===== src/rtl/pnr_trigger_core_if.sv =====
// Write port from the trigger core into the ADC FIFO that the PNR register file drains.
interface pnr_trigger_core_if #(
  parameter int ADC_W = 14
);
  logic                    fifo_wr_en_o;
  logic signed [ADC_W-1:0] fifo_din_o;
  logic                    fifo_full_i;

  // The core drives the write side; the FIFO owner reports fullness.
  modport master (output fifo_wr_en_o, output fifo_din_o, input fifo_full_i);
  modport slave  (input fifo_wr_en_o, input fifo_din_o, output fifo_full_i);
endinterface


===== src/rtl/pnr_trigger_core.sv =====
// PNR trigger core: Schmitt-trigger edge detection on one ADC channel, delayed
// single-sample capture on the other, photon-number resolution against eight
// thresholds, and a FIFO push with saturating drop counting on overflow.
module pnr_trigger_core #(
  parameter int ADC_W = 14,
  parameter int NTHR  = 8,
  parameter int CNT_W = 32
) (
  input  logic                    clk_i,
  input  logic                    rstn_i,
  input  logic signed [ADC_W-1:0] adc_a_i,
  input  logic signed [ADC_W-1:0] adc_b_i,
  input  logic                    trig_is_adc_a,
  input  logic signed [ADC_W-1:0] trig_threshold,
  input  logic [ADC_W-1:0]        trig_hysteresis,
  input  logic [CNT_W-1:0]        trig_clearance,
  input  logic                    trig_is_posedge,
  input  logic [CNT_W-1:0]        pnr_delay,
  input  logic [NTHR*ADC_W-1:0]   thr_i,
  pnr_trigger_core_if.master      fifo,
  output logic                    trig_o,
  output logic                    pnr_valid_o,
  output logic [3:0]              pnr_count_o,
  output logic                    busy_o,
  output logic [CNT_W-1:0]        drop_cnt_o
);

  // Two extra bits keep threshold +/- the full unsigned hysteresis range exact.
  localparam int SW = ADC_W + 2;
  // Cycle counter and clearance span need one bit more than the delay so that
  // pnr_delay + 1 never wraps.
  localparam int EW = CNT_W + 1;

  typedef enum logic [1:0] {IDLE, DELAY, HOLD} state_t;

  // Number of thresholds the sample reaches or exceeds (signed compare).
  function automatic logic [3:0] photon_count(input logic signed [ADC_W-1:0] smp,
                                              input logic [NTHR*ADC_W-1:0]    thr);
    logic [3:0] n;
    n = '0;
    for (int k = 0; k < NTHR; k++) begin
      if (smp >= $signed(thr[k*ADC_W +: ADC_W])) n = n + 4'd1;
    end
    return n;
  endfunction

  // Increment that sticks at all-ones.
  function automatic logic [CNT_W-1:0] sat_inc(input logic [CNT_W-1:0] v);
    return (&v) ? v : v + CNT_W'(1);
  endfunction

  // Hold-off span: never shorter than the capture point plus one cycle.
  function automatic logic [EW-1:0] clear_span(input logic [CNT_W-1:0] clr,
                                               input logic [CNT_W-1:0] dly);
    logic [EW-1:0] min_span;
    min_span = {1'b0, dly} + EW'(1);
    return ({1'b0, clr} > min_span) ? {1'b0, clr} : min_span;
  endfunction

  logic signed [ADC_W-1:0] adc_a_p0, adc_b_p0;
  logic signed [ADC_W-1:0] x_p0, s_p0;
  logic signed [SW-1:0]    x_w, thr_w, hyst_w, lo_w, hi_w;
  logic                    arm_cond, fire_cond, fire, accept, capture;
  logic                    armed_q;
  state_t                  state_q, state_d;
  logic [EW-1:0]           cnt_q, span_q, span_new;
  logic [CNT_W-1:0]        dly_q;
  logic                    vld_p1, vld_p2;
  logic signed [ADC_W-1:0] smp_p1, din_p2;
  logic [3:0]              cnt_p2;
  logic [CNT_W-1:0]        drop_cnt_q;

  // ---- stage p0: registered ADC inputs ----
  // Register both raw ADC streams; everything downstream sees only these.
  always_ff @(posedge clk_i or negedge rstn_i) begin
    if (!rstn_i) begin
      adc_a_p0 <= '0;
      adc_b_p0 <= '0;
    end else begin
      adc_a_p0 <= adc_a_i;
      adc_b_p0 <= adc_b_i;
    end
  end

  assign x_p0 = trig_is_adc_a ? adc_a_p0 : adc_b_p0;
  assign s_p0 = trig_is_adc_a ? adc_b_p0 : adc_a_p0;

  assign x_w    = SW'(x_p0);
  assign thr_w  = SW'(trig_threshold);
  assign hyst_w = $signed({2'b00, trig_hysteresis});
  assign lo_w   = thr_w - hyst_w;
  assign hi_w   = thr_w + hyst_w;

  assign arm_cond  = trig_is_posedge ? (x_w < lo_w)   : (x_w > hi_w);
  assign fire_cond = trig_is_posedge ? (x_w >= thr_w) : (x_w <= thr_w);
  assign fire      = armed_q && fire_cond;
  assign accept    = fire && (state_q == IDLE);
  assign span_new  = clear_span(trig_clearance, pnr_delay);

  // Schmitt arming: a fire always disarms, so edges inside the hold-off are lost.
  always_ff @(posedge clk_i or negedge rstn_i) begin
    if (!rstn_i)       armed_q <= 1'b0;
    else if (fire)     armed_q <= 1'b0;
    else if (arm_cond) armed_q <= 1'b1;
  end

  // Next-state and capture decode; cnt_q holds cycles elapsed since acceptance.
  always_comb begin
    state_d = state_q;
    capture = 1'b0;
    unique case (state_q)
      IDLE: begin
        if (accept) begin
          if (pnr_delay != '0) begin
            state_d = DELAY;
          end else begin
            capture = 1'b1;
            state_d = (span_new > EW'(1)) ? HOLD : IDLE;
          end
        end
      end
      DELAY: begin
        if (cnt_q == {1'b0, dly_q}) begin
          capture = 1'b1;
          state_d = (span_q == cnt_q + EW'(1)) ? IDLE : HOLD;
        end
      end
      HOLD: begin
        if (cnt_q + EW'(1) == span_q) state_d = IDLE;
      end
      default: state_d = IDLE;
    endcase
  end

  // State register plus configuration latched at acceptance.
  always_ff @(posedge clk_i or negedge rstn_i) begin
    if (!rstn_i) begin
      state_q <= IDLE;
      cnt_q   <= '0;
      span_q  <= '0;
      dly_q   <= '0;
    end else begin
      state_q <= state_d;
      if (accept) begin
        dly_q  <= pnr_delay;
        span_q <= span_new;
        cnt_q  <= EW'(1);
      end else if (state_q != IDLE) begin
        cnt_q <= cnt_q + EW'(1);
      end
    end
  end

  // ---- stage p1: captured detector sample ----
  // Hold the sample-channel value taken at the end of cycle T + d.
  always_ff @(posedge clk_i or negedge rstn_i) begin
    if (!rstn_i) begin
      vld_p1 <= 1'b0;
      smp_p1 <= '0;
    end else begin
      vld_p1 <= capture;
      if (capture) smp_p1 <= s_p0;
    end
  end

  // ---- stage p2: photon number and FIFO data ----
  // Resolve the photon number and stage the FIFO word one cycle after capture.
  always_ff @(posedge clk_i or negedge rstn_i) begin
    if (!rstn_i) begin
      vld_p2 <= 1'b0;
      cnt_p2 <= '0;
      din_p2 <= '0;
    end else begin
      vld_p2 <= vld_p1;
      if (vld_p1) begin
        cnt_p2 <= photon_count(smp_p1, thr_i);
        din_p2 <= smp_p1;
      end
    end
  end

  // Count results that could not be written because the FIFO was full.
  always_ff @(posedge clk_i or negedge rstn_i) begin
    if (!rstn_i)                          drop_cnt_q <= '0;
    else if (vld_p2 && fifo.fifo_full_i) drop_cnt_q <= sat_inc(drop_cnt_q);
  end

  assign trig_o            = accept;
  assign busy_o            = (state_q != IDLE);
  assign pnr_valid_o       = vld_p2;
  assign pnr_count_o       = cnt_p2;
  assign fifo.fifo_wr_en_o = vld_p2 && !fifo.fifo_full_i;
  assign fifo.fifo_din_o   = din_p2;
  assign drop_cnt_o        = drop_cnt_q;

endmodule

===== src/flat_wrapper.sv =====
// flat-port wrapper written by rule: the top's interface ports become plain ports
module pnr_trigger_core_flat 
#(
  parameter int ADC_W = 14,
  parameter int NTHR  = 8,
  parameter int CNT_W = 32
)
  (clk_i, rstn_i, adc_a_i, adc_b_i, trig_is_adc_a, trig_threshold, trig_hysteresis, trig_clearance, trig_is_posedge, pnr_delay, thr_i, trig_o, pnr_valid_o, pnr_count_o, busy_o, drop_cnt_o, fifo_fifo_wr_en_o, fifo_fifo_din_o, fifo_fifo_full_i);
  pnr_trigger_core_if #(.ADC_W(ADC_W)) fifo_i ();
  input  logic clk_i;
  input  logic rstn_i;
  input  logic signed [ADC_W-1:0] adc_a_i;
  input  logic signed [ADC_W-1:0] adc_b_i;
  input  logic trig_is_adc_a;
  input  logic signed [ADC_W-1:0] trig_threshold;
  input  logic [ADC_W-1:0] trig_hysteresis;
  input  logic [CNT_W-1:0] trig_clearance;
  input  logic trig_is_posedge;
  input  logic [CNT_W-1:0] pnr_delay;
  input  logic [NTHR*ADC_W-1:0] thr_i;
  output logic trig_o;
  output logic pnr_valid_o;
  output logic [3:0] pnr_count_o;
  output logic busy_o;
  output logic [CNT_W-1:0] drop_cnt_o;
  output wire logic [$bits(fifo_i.fifo_wr_en_o)-1:0] fifo_fifo_wr_en_o;
  output wire logic [$bits(fifo_i.fifo_din_o)-1:0] fifo_fifo_din_o;
  input wire logic [$bits(fifo_i.fifo_full_i)-1:0] fifo_fifo_full_i;
  assign fifo_fifo_wr_en_o = fifo_i.fifo_wr_en_o;
  assign fifo_fifo_din_o = fifo_i.fifo_din_o;
  assign fifo_i.fifo_full_i = fifo_fifo_full_i;
  pnr_trigger_core #(.ADC_W(ADC_W), .NTHR(NTHR), .CNT_W(CNT_W)) u_core (.clk_i(clk_i), .rstn_i(rstn_i), .adc_a_i(adc_a_i), .adc_b_i(adc_b_i), .trig_is_adc_a(trig_is_adc_a), .trig_threshold(trig_threshold), .trig_hysteresis(trig_hysteresis), .trig_clearance(trig_clearance), .trig_is_posedge(trig_is_posedge), .pnr_delay(pnr_delay), .thr_i(thr_i), .fifo(fifo_i), .trig_o(trig_o), .pnr_valid_o(pnr_valid_o), .pnr_count_o(pnr_count_o), .busy_o(busy_o), .drop_cnt_o(drop_cnt_o));
endmodule

===== config.mk =====
export PLATFORM = sky130hd
export DESIGN_NAME = pnr_trigger_core_flat
export DESIGN_NICKNAME = d
export VERILOG_FILES = /design/src/rtl/pnr_trigger_core_if.sv /design/src/rtl/pnr_trigger_core.sv /design/src/flat_wrapper.sv
export SDC_FILE = /design/constraint.sdc
export NUM_CORES = 1
export LEC_CHECK = 0
export CAP_MARGIN = 30
export CELL_PAD_IN_SITES_DETAIL_PLACEMENT = 1
export CELL_PAD_IN_SITES_GLOBAL_PLACEMENT = 2
export CORE_UTILIZATION = 30
export CTS_CLUSTER_DIAMETER = 30
export DETAILED_ROUTE_END_ITERATION = 10
export HOLD_SLACK_MARGIN = 0.05
export PLACE_DENSITY_LB_ADDON = 0.08
export SLEW_MARGIN = 20
export SYNTH_ARGS = -nofsm -noshare
export SYNTH_HDL_FRONTEND = slang
export SYNTH_SLANG_ARGS = --single-unit

===== constraint.sdc =====
create_clock -name clk_i -period 8.6 [get_ports clk_i]
set_clock_uncertainty 0.1 [all_clocks]
set_input_delay 0.86 -clock clk_i [delete_from_list [all_inputs] [get_ports clk_i]]
set_output_delay 0.86 -clock clk_i [all_outputs]
set_load 0.02 [all_outputs]

==> impl_metrics.json <==
{
  "synth_edf_count": 0,
  "wl_per_cell_um": 20.26,
  "numClockSinks": 195,
  "cp_common_cell": "ha_1",
  "relSlewSlack_pct": 50.51,
  "ant_nets": 0,
  "worst_pin_slew_ps": 742.3,
  "yosysSeqAreaShare_pct": 28.68,
  "r2r_start": "u_core.smp_p1[1]",
  "rsz0062_at_grt": "false",
  "die_w_um": 240.1,
  "area_growth_pct": 25.92,
  "initial_core_util_pct": 30.64,
  "final.setup.tns_ps": 0,
  "worst-path-buf-inv": 4,
  "path_class": "primary input to flop",
  "synth-seq-cells": 195,
  "htreeDepth": 4,
  "hold_viol_final": 0,
  "required_ps": 8890,
  "postCtsSetupRepairBufs": 0,
  "place_area_mm2": 0.02080,
  "grt_pass1_wl_um": 92940,
  "reg2reg_setup_slack_ps": 1190,
  "fin_util_pct": 38.59,
  "port_buffers": 290,
  "crit_path_max_incr_delay_ps": 460,
  "fin_area_mm2": 0.02142,
  "synth.avg_cell_area_um2": 8.871,
  "power_density_mw_per_mm2": 151.7,
  "critPathTopFamily": "compound AO/OA/AOI/OAI gates",
  "startpoint": "thr_i[3]",
  "min_path_type": "primary input to async pin",
  "clk_pin_slew_ps": 90,
  "crit_slowest_cell": "clkdlybuf4s50_1",
  "setup_viol": 0,
  "irDropWorstVdd_mv": 0.1398,
  "yosys_warnings": 0,
  "clock_path_buffers": 2,
  "dp_slack_ps": 543.1,
  "r2r-end": "u_core.pnr_count_o[3]",
  "synth_fp_nets": 2386,
  "start_kind": "primary input",
  "whs_ps": 275.3,
  "post-route-min-period_ps": 7565,
  "numCtsBuffers": 17,
  "crit_cells": 35,
  "ys_top_cells_by_area": "dfrtp_1 29%, ha_1 17%, mux2_2 6.0%",
  "grt_pass1_vias": 15730,
  "fp.coreArea_mm2": 0.05552,
  "nets": 2653,
  "die-area_mm2": 0.05767,
  "r2r.worst_path.cells": 33,
  "cp.arrival_ps": 7850,
  "first_pass_iters": 4,
  "synth_top_cell_area_share_pct": 28.68,
  "hpwl_um": 48980,
  "drc": 0,
  "crit_end": "u_core.pnr_count_o[3]",
  "wl_um": 59760,
  "die_h_um": 240.1,
  "rows": 86,
  "grt_max_degree": 97,
  "post_cts_resized": 0,
  "vias_per_cell": 5.059,
  "fmax_mhz": 132.2,
  "syn_inst": 1918,
  "worstSetupEndpointType": "flop",
  "postCtsHoldBufs": 0,
  "power_mw": 3.249,
  "cap_violations": 0,
  "cts_tree": "built",
  "async_reset_ff_share_pct": 100.0,
  "clock_latency_ps": 460,
  "multi_input_area_mm2": 0.01115,
  "p_leak_nw": 9.937,
  "finalMaxSlewViolations": 0,
  "netlist_area_mm2": 0.01701,
  "antenna_found_initial": 3,
  "layout-drive-gt1-share_pct": 8.462,
  "synth_most_common_cell": "ha_1",
  "yosysUniqueCellTypes": 88,
  "grt.total_usage_pct": 21.17,
  "min_period_over_period_pct": 87.97,
  "fin_cells": 2949,
  "layout_setup_ws_ps": 1035,
  "crit_path_max_fanout": 6,
  "io_pins": 291,
  "dp.cells": 2911,
  "synth-main-ff-cell": "dfrtp_1",
  "yosys.area.top_type": "dfrtp_1",
  "synthTopCellsByCount": "229 x ha_1, 195 x dfrtp_1, 193 x inv_1",
  "grt-ovfl-total": 0,
  "ff_latch_area_mm2": 0.004881,
  "final.fill_count": 6433,
  "vias": 14920,
  "run_status": "completed",
  "cts_root_buffer": "clkbuf_16",
  "drtIter0Drc": 491,
  "gp_congestion": 0.8264
}
## cells in the final DEF, fill, tap and decap left out, types with 8 or more instances in the layout
master,netlist,layout
a21o_1,35,35
a21oi_1,108,108
a31oi_1,19,19
and2_1,11,11
and3_1,25,25
and4_1,21,21
buf_4,0,21
clkbuf_16,0,17
clkdlybuf4s50_1,0,289
dfrtp_1,195,194
ha_1,229,229
inv_1,193,193
mux2_2,91,91
mux2i_1,10,10
nand2_1,128,128
nand2b_1,14,14
nand3_1,59,59
nand4_1,54,54
nor2_1,107,106
nor2b_1,23,23
nor3_1,28,26
nor4_1,38,38
o21a_1,23,23
o21ai_0,119,119
o21bai_1,8,8
o31ai_1,22,22
xnor2_1,99,99
xor2_1,74,74
## cell families after synthesis
| family | count (synthesis) | synth area share (%) |
|---|---|---|
| buffers and inverters | 263 | 5.935 |
| AOI/OAI and AO/OA | 398 | 15.00 |
| and+or+nand+nor | 551 | 17.00 |
| xor gates and xnor gates | 179 | 9.700 |
| DFF | 195 | 28.68 |
| adders and majority gates | 231 | 17.08 |
| muxes | 101 | 6.611 |
## sequential cells by signal, indices dropped and copies added, names as in the netlist
name / count
u_core.cnt_q: 33
u_core.span_q: 33
u_core.dly_q: 32
u_core.drop_cnt_o: 32
u_core.adc_a_p0: 14
u_core.adc_b_p0: 14
u_core.fifo.fifo_din_o: 14
u_core.smp_p1: 14
u_core.pnr_count_o: 4
u_core.state_q: 2
u_core.armed_q: 1
u_core.pnr_valid_o: 1
u_core.vld_p1: 1
## how the worst min path moves through the flow
stage / start / slack, ps / cells after the start / end
floorplan: u_core.vld_p1 / 340 / 0 / u_core.pnr_valid_o
global placement: u_core.drop_cnt_o[17] / 380 / 1 / u_core.drop_cnt_o[17]
detailed placement: u_core.drop_cnt_o[13] / 380 / 1 / u_core.drop_cnt_o[13]
CTS: rstn_i / 350 / 1 / u_core.fifo.fifo_din_o[10]
global route: rstn_i / 320 / 1 / u_core.fifo.fifo_din_o[9]
finish: rstn_i / 280 / 1 / u_core.fifo.fifo_din_o[10]
## layout make-up
type	instances	area share, %
multi-input combinational	1460	52.06
sequential	195	22.78
timing repair buffer	315	14.65
tap	748	4.368
inverter	196	3.434
clock buffer	17	1.986
clock inverter	15	0.6891
antenna	3	0.03504
## layer usage
layer | vias up | part of all wire, % | track usage [%]
met3 | 47 | 2.5 | 2.319
met1 | 7299 | 49 | 29.21
met4 | 2 | 1.7 | 5.327
met2 | 200 | 47 | 35.05
met5 | - | 0.015 | 0
li1 | 7370 | - | -
## where the power goes
part           leakage (nW)  total, mW  switching (mW)  internal (mW)
sequential             2.55       1.28           0.184           1.10
combinational          7.11       1.17           0.592          0.577
clock                 0.276      0.801           0.416          0.385
total                  9.94       3.25            1.19           2.06
Power figures use the tool's default switching activity.
